File: src/rtl/decode_stage.sv
// ============================================================================
//  Module      : decode_stage
//  Description : Single-entry pipelined instruction decode stage. Splits the
//                16-bit instruction into register-file read addresses, latches
//                operands / immediate / destination into a valid-ready output
//                bundle, and inserts one bubble for a load-use dependency on
//                the most recently issued LW.
//  Options     : DECODE_WB_BYPASS_EN - forward writeback data into the
//                operand capture when the writeback targets rs / rt.
//  Revision    : 1.0 - initial release
// ============================================================================
`timescale 1ns/1ps
`default_nettype none

module decode_stage (
    input  logic        clk,
    input  logic        rst_n,
    input  logic        in_valid,
    output logic        in_ready,
    input  logic [15:0] instr,
    output logic [2:0]  rf_read_reg1,
    output logic [2:0]  rf_read_reg2,
    input  logic [31:0] rf_read_data1,
    input  logic [31:0] rf_read_data2,
    input  logic        wb_reg_write,
    input  logic [2:0]  wb_write_reg,
    input  logic [31:0] wb_write_data,
    output logic        out_valid,
    input  logic        out_ready,
    output logic [3:0]  out_opcode,
    output logic [2:0]  out_dest,
    output logic        out_reg_write,
    output logic [31:0] out_op_a,
    output logic [31:0] out_op_b,
    output logic [31:0] out_imm
);

    // Opcode encodings
    localparam logic [3:0] c_OP_RTYPE = 4'b0000;
    localparam logic [3:0] c_OP_ADDI  = 4'b0010;
    localparam logic [3:0] c_OP_LW    = 4'b0100;
    localparam logic [3:0] c_OP_SW    = 4'b0101;
    localparam logic [3:0] c_OP_BEQ   = 4'b0110;

    // Hazard-control states
    localparam logic [0:0] c_ST_RUN    = 1'b0;
    localparam logic [0:0] c_ST_HAZARD = 1'b1;

    // Instruction fields
    logic [3:0]  w_opcode;
    logic [2:0]  w_rs;
    logic [2:0]  w_rt;
    logic [2:0]  w_rd;

    // Decoded fields of the offered instruction
    logic [2:0]  w_dest;
    logic        w_reg_write;
    logic        w_uses_rt;
    logic [31:0] w_imm;
    logic [31:0] w_op_a;
    logic [31:0] w_op_b;

    // Handshake / hazard control
    logic        w_stall;
    logic        w_accept;
    logic        w_drain;
    logic        w_lw_xfer;
    logic [0:0]  r_state;
    logic [0:0]  w_state_nxt;
    logic [2:0]  r_load_dest;

    // Output bundle registers
    logic        r_out_valid;
    logic [3:0]  r_out_opcode;
    logic [2:0]  r_out_dest;
    logic        r_out_reg_write;
    logic [31:0] r_out_op_a;
    logic [31:0] r_out_op_b;
    logic [31:0] r_out_imm;

    assign w_opcode = instr[15:12];
    assign w_rs     = instr[11:9];
    assign w_rt     = instr[8:6];
    assign w_rd     = instr[5:3];

    // Register-file addresses come straight from the instruction so the
    // read data is available in the same cycle the instruction is offered.
    assign rf_read_reg1 = w_rs;
    assign rf_read_reg2 = w_rt;

    assign w_imm = {{26{instr[5]}}, instr[5:0]};

    // Opcode decode: destination, write enable and whether rt is a source
    always_comb begin
        w_dest      = 3'd0;
        w_reg_write = 1'b0;
        w_uses_rt   = 1'b0;
        case (w_opcode)
            c_OP_RTYPE: begin
                w_dest      = w_rd;
                w_reg_write = 1'b1;
                w_uses_rt   = 1'b1;
            end
            c_OP_ADDI,
            c_OP_LW: begin
                w_dest      = w_rt;
                w_reg_write = 1'b1;
            end
            c_OP_SW,
            c_OP_BEQ: begin
                w_uses_rt   = 1'b1;
            end
            default: begin
                w_dest      = 3'd0;
                w_reg_write = 1'b0;
            end
        endcase
        // r0 is hard-wired, so a write to it is never requested.
        if (w_dest == 3'd0) begin
            w_reg_write = 1'b0;
        end
    end

`ifdef DECODE_WB_BYPASS_EN
    // Forward the writeback value when it targets a source register that the
    // register file has not yet been updated with this cycle.
    always_comb begin
        w_op_a = rf_read_data1;
        w_op_b = rf_read_data2;
        if (wb_reg_write && (wb_write_reg == w_rs) && (w_rs != 3'd0)) begin
            w_op_a = wb_write_data;
        end
        if (wb_reg_write && (wb_write_reg == w_rt) && (w_rt != 3'd0)) begin
            w_op_b = wb_write_data;
        end
    end
`else
    assign w_op_a = rf_read_data1;
    assign w_op_b = rf_read_data2;

    // Writeback port is not consumed without forwarding.
    logic w_unused_wb;
    assign w_unused_wb = &{1'b0, wb_reg_write, wb_write_reg, wb_write_data};
`endif

    // A load whose destination is live leaves the output register this cycle.
    assign w_lw_xfer = r_out_valid && out_ready &&
                       (r_out_opcode == c_OP_LW) && (r_out_dest != 3'd0);

    assign w_drain   = r_out_valid && out_ready;
    assign in_ready  = (!r_out_valid || out_ready) && !w_stall;
    assign w_accept  = in_valid && in_ready;

    // Hazard FSM state register
    always_ff @(posedge clk or negedge rst_n) begin
        if (!rst_n) begin
            r_state <= c_ST_RUN;
        end else begin
            r_state <= w_state_nxt;
        end
    end

    // Hazard FSM next state: HAZARD always lasts exactly one cycle
    always_comb begin
        w_state_nxt = r_state;
        case (r_state)
            c_ST_RUN: begin
                if (w_lw_xfer) begin
                    w_state_nxt = c_ST_HAZARD;
                end
            end
            c_ST_HAZARD: begin
                w_state_nxt = c_ST_RUN;
            end
            default: begin
                w_state_nxt = c_ST_RUN;
            end
        endcase
    end

    // Hazard FSM output: stall an offered instruction that sources the load
    always_comb begin
        w_stall = 1'b0;
        if ((r_state == c_ST_HAZARD) && in_valid) begin
            if (w_rs == r_load_dest) begin
                w_stall = 1'b1;
            end
            if (w_uses_rt && (w_rt == r_load_dest)) begin
                w_stall = 1'b1;
            end
        end
    end

    // Remember which register the transferring load will write
    always_ff @(posedge clk or negedge rst_n) begin
        if (!rst_n) begin
            r_load_dest <= 3'd0;
        end else if ((r_state == c_ST_RUN) && w_lw_xfer) begin
            r_load_dest <= r_out_dest;
        end
    end

    // Output bundle: load on accept, invalidate on drain, otherwise hold
    always_ff @(posedge clk or negedge rst_n) begin
        if (!rst_n) begin
            r_out_valid     <= 1'b0;
            r_out_opcode    <= 4'd0;
            r_out_dest      <= 3'd0;
            r_out_reg_write <= 1'b0;
            r_out_op_a      <= 32'd0;
            r_out_op_b      <= 32'd0;
            r_out_imm       <= 32'd0;
        end else if (w_accept) begin
            r_out_valid     <= 1'b1;
            r_out_opcode    <= w_opcode;
            r_out_dest      <= w_dest;
            r_out_reg_write <= w_reg_write;
            r_out_op_a      <= w_op_a;
            r_out_op_b      <= w_op_b;
            r_out_imm       <= w_imm;
        end else if (w_drain) begin
            r_out_valid     <= 1'b0;
        end
    end

    assign out_valid     = r_out_valid;
    assign out_opcode    = r_out_opcode;
    assign out_dest      = r_out_dest;
    assign out_reg_write = r_out_reg_write;
    assign out_op_a      = r_out_op_a;
    assign out_op_b      = r_out_op_b;
    assign out_imm       = r_out_imm;

endmodule

`default_nettype wire
File: config.mk
export PLATFORM = sky130hd
export DESIGN_NAME = decode_stage
export DESIGN_NICKNAME = d
export VERILOG_FILES = /design/src/rtl/decode_stage.sv
export SDC_FILE = /design/constraint.sdc
export NUM_CORES = 1
export LEC_CHECK = 0
export CAP_MARGIN = 20
export CELL_PAD_IN_SITES_DETAIL_PLACEMENT = 1
export CELL_PAD_IN_SITES_GLOBAL_PLACEMENT = 2
export CORE_UTILIZATION = 22
export DETAILED_ROUTE_END_ITERATION = 6
export PLACE_DENSITY_LB_ADDON = 0.1
export SLEW_MARGIN = 30
export SYNTH_ARGS = -nofsm -noshare
export SYNTH_HDL_FRONTEND = slang
export SYNTH_SLANG_ARGS = --single-unit
File: constraint.sdc
create_clock -name clk -period 2.22 [get_ports clk]
set_input_delay 0.333 -clock clk [delete_from_list [all_inputs] [get_ports clk]]
set_output_delay 0.333 -clock clk [all_outputs]
set_load 0.05 [all_outputs]
Word level (Yosys, flattened, before mapping)
Index checks and enable logic that the tools add are counted.
W data, S select, Z words.

word-level totals
  bits in registers = 83
  input port bits = 120

operators by class
  bitwise logic cells = 1
  mux-type cells = 11
  reductions and logical operators = 18
  eq/ne operators = 7

operators by type and width
  kind                  count
  $eq A4 B3 Y1 const B  4
  $mux W1               9
  $logic_and A1 B1 Y1   8
  $eq A3 B3 Y1          2
  $pmux W3 S2           1
  $reduce_or A3 Y1      2
  $eq A4 B2 Y1 const B  1
  $logic_not A4 Y1      1
  $logic_not A3 Y1      1
  $reduce_bool A3 Y1    1
  $logic_not A1 Y1      2
  $pmux W1 S2           1
  $reduce_bool A2 Y1    1
  $reduce_or A2 Y1      1
  $logic_or A1 B1 Y1    1
  $not A1 Y1            1

Longest topological paths before layout
  depth in word-level cells = 10
  gate-level depth with buffers = 6

Worst setup path after synthesis
OpenSTA, ideal clock, no wires.

  path kind = input port to output port
  from = input instr[12]
  to = output in_ready
  cell stages on the path = 4
  arrival = 1.616 ns
  path buffers = 0
  slack = 0.271 ns
  data required time = 1.887 ns
  cells stage by stage = xor2_1 a21oi_2 o21ai_0 a21oi_1

on the way
  longest elaborated chain between the ends = 8
  elaborated cells on any way between the ends = 10

ends and longest elaborated chain
  element                                           RTL line  source
  start, declared                                   20        input logic [15:0] instr,
  $eq A4 B3 Y1 or $logic_not A4 Y1 (tied branches)  98        case (w_opcode)
  $reduce_or A3 Y1 (no line) *                      n/a
  $mux W1 *                                         98
  $logic_and A1 B1 Y1 *                             188       if (w_uses_rt && (w_rt == r_load_dest)) begin
  $mux W1 *                                         188
  $mux W1 *                                         184       if ((r_state == c_ST_HAZARD) && in_valid) begin
  $logic_not A1 Y1 *                                151       assign in_ready = (!r_out_valid || out_ready) && !w_stall;
  $logic_and A1 B1 Y1 *                             151
  end, declared                                     19        output logic in_ready,

Mark *: on every way between the ends. The rest lies on a longest branch, timed or not.

Worst setup path after layout
Same ends and word-level chain as after synthesis.

==> impl_metrics.tcl <==
set metrics [dict create \
    critical_path_arrival_ns 1.72 \
    use_met3_pct 5.988 \
    final_cells 631 \
    criticalPathCategory "input pin to output port" \
    top_level_pins 232 \
    pre_cts_ws_ns -0.05328 \
    post-route-period-util_pct 92.42 \
    async_reset_ff_share_pct 100.0 \
    htreeDepth 3 \
    portBuffers 195 \
    synth_edf_count 0 \
    cts_tree "done" \
    viasPerCell 3.940 \
    yosys-top-cells-area "sky130_fd_sc_hd__dfrtp_1 (59%), sky130_fd_sc_hd__mux2_2 (19%), sky130_fd_sc_hd__buf_4 (7.9%)" \
    grt-busiest-layer "met2" \
    post-route-min-period_ns 2.052 \
    pre_repair_dr_iteration_count 2 \
    numCtsBuffers 9 \
    routabilityCongestion 0.6794 \
    rsz0062_at_grt "false" \
    initial_core_util_pct 22.90 \
    dr_total_vias 2486 \
    final.setup_skew_ns 0.005308 \
    worstSetupStartpointType "input pin" \
    area_delta_synth_final_pct 63.66 \
    detailed_place_hpwl_mm 7.045 \
    fmaxAchievable_mhz 487.4 \
    cp_max_fo 3 \
    ys_seq_area_share_pct 58.80 \
    grt.total_usage_pct 11.97 \
    setup_total_negative_slack_ns 0 \
    final_max_slew_viol_count 0 \
    route.antenna.remaining_nets 0 \
    sequential_cell_area_um2 2077 \
    multi_input_comb_area_um2 1129 \
    fin_hold_ws_ns -0.002280 \
    final_setup_violation_count 0 \
    synthCells 239 \
    synth_most_common_cell "sky130_fd_sc_hd__dfrtp_1" \
    met1_track_demand_over_resource_pct 13.79 \
    synth_largest_area_cell "sky130_fd_sc_hd__dfrtp_1" \
    synth_top_cell_area_share_pct 58.80 \
    detail_route.iter0.violations 48 \
    gr-usage-met2_pct 18.16 \
    clk_root_buffer_cell "sky130_fd_sc_hd__clkbuf_16" \
    max-clock-path-buffers 2 \
    ys_seq_elements 83 \
    violations "hold timing" \
    fp.dieArea_um2 16570 \
    post-cts-setup-buffers 0 \
    cts.clk_slew.worst_paths_ns 0.06 \
    clock_latency_of_the_later_clocked_register_in_the_worst_skew_pair_ns 0.34 \
    drv_cap 0 \
    finalHoldViolations 2 \
    worstHoldPathType "input pin to async pin" \
    post_route_cells_drive_above_1_share_pct 29.29 \
    yosysWarnings 0 \
    syn-num-nets 359 \
    die_w_um 128.7 \
    core_region_area_um2 15430 \
    grt_antenna_before_repair 0 \
    synth_ff_type "sky130_fd_sc_hd__dfrtp_1" \
    avgRoutedWirePerCell_um 15.10 \
    synth_common_cells "sky130_fd_sc_hd__dfrtp_1 (83), sky130_fd_sc_hd__mux2_2 (61), sky130_fd_sc_hd__buf_4 (37)" \
    fin_nets 536 \
    clock-sinks 83 \
    crit_path_end_kind "output port" \
    place_inst 616 \
    cp_data_required_time_ns 1.89 \
    synthDistinctLibCells 22 \
    first_global_vias 2701 \
    mappedNetlistArea_um2 3532 \
    vdd.ir_drop.worst_uv 333.8 \
    std_cell_rows 45 \
    drt_drc_violations_left 0 \
    powerDensity_nw_per_um2 955.8 \
    totalPowerFinal_mw 5.525 \
    p_leak_nw 2.419 \
    worstMarginPinSlew_ns 0.7504 \
    num_antenna_cells 0 \
    status "finished, violations left" \
    filler_instances 1663 \
    globalRoute.totalOverflow 0 \
    dieHeight_um 128.7 \
    worst_slew_margin_rel_pct 49.97 \
    detail_route.wirelength_mm 9.529 \
    synthesis.area_per_instance_um2 14.78 \
    maximum_number_of_pins_on_one_net_before_global_route_repair 46 \
    final_critical_path_setup_slack_ns 0.1683 \
    grt_pass1_wl_mm 14.72 \
]
==> routing by layer <==
layer	share of wire (%)	wire, um	vias to the layer above
met5	0	0	-
met4	2.1	197	0
met3	12	1105	12
met2	46	4406	112
met1	40	3819	1218
li1	-	-	1144
==> cells by family (layout without fill, tap and decap cells) <==
family                 after synthesis  in the layout  share of synthesized area (%)
flip-flops                          83             83                          58.80
multiplexers                        81             81                          25.72
buffers and inverters               45            226                          9.352
AND/OR/NAND/NOR                     14             14                          2.055
AO/OA/AOI/OAI                        8              8                          2.090
XOR/XNOR                             8              8                          1.984
==> timing repair <==
action,in CTS,in global routing
endpoints found under the setup margin,0,1
resized for setup,0,2
hold buffers,0,0
==> critical path, stage by stage <==
cell	delay [ns]
sky130_fd_sc_hd__clkdlybuf4s50_1	0.47
sky130_fd_sc_hd__xor2_1	0.20
sky130_fd_sc_hd__a21oi_2	0.22
sky130_fd_sc_hd__o21ai_1	0.13
sky130_fd_sc_hd__a21oi_2	0.20
sky130_fd_sc_hd__buf_12	0.15
==> layout make-up <==
type	count	share of cell area, %
flip-flops and latches	83	35.93
repair buffers	206	34.55
multi-input cells	111	19.52
well taps	211	4.567
clock buffers	13	4.502
clock inverters	2	0.6061
inverters	5	0.3247
==> stage by stage <==
| stage | util (%) | hold WS (ns) | instance area (um2) |
|---|---|---|---|
| final | 37.47 | -0.002280 | 5781 |
| after global routing | 37.47 | 0.03708 | 5781 |
| after CTS | 37.45 | 0.03344 | 5777 |
| after detailed placement | 35.53 | 0.4030 | 5482 |
| after global placement | 35.53 | 0.3970 | 5482 |
| after floorplan | - | 0.03741 | 3532 |
==> report_power, final <==
part | total [mW] | switching, mW | internal, mW
logic | 2.15 | 1.36 | 0.787
clock network | 1.51 | 0.582 | 0.926
registers | 1.87 | 0.135 | 1.73
==> cell usage in the layout (no fill, tap or decap), types with 4 or more instances in the layout <==
cell type	n
sky130_fd_sc_hd__mux2_1	17
sky130_fd_sc_hd__dfrtp_1	83
sky130_fd_sc_hd__buf_12	4
sky130_fd_sc_hd__mux2_2	61
sky130_fd_sc_hd__buf_4	42
sky130_fd_sc_hd__clkbuf_16	9
sky130_fd_sc_hd__xnor2_1	6
sky130_fd_sc_hd__clkdlybuf4s50_1	160
sky130_fd_sc_hd__inv_1	5
==> final timing paths <==
path                                start            to  slack (ns)  depth (start not counted)
max in group asynchronous           rst_n    out_imm[3]        1.61                          2
setup reg to reg           r_load_dest[2]  out_op_a[29]        0.36                          5
hold reg to reg               out_op_a[5]   out_op_a[5]        0.50                          1
hold / removal                      rst_n  out_op_a[28]      -0.002                          1
setup / recovery                instr[12]      in_ready        0.17                          6
min in group clk              out_op_a[5]   out_op_a[5]        0.50                          1
==> sequential cells by signal, summed over array words and instances, names as in the netlist <==
signal,count
out_valid,1
r_load_dest,3
out_op_a,32
out_opcode,4
out_reg_write,1
out_op_b,32
out_dest,3
out_imm,6
r_state,1
(Power assumes the default switching activity.)
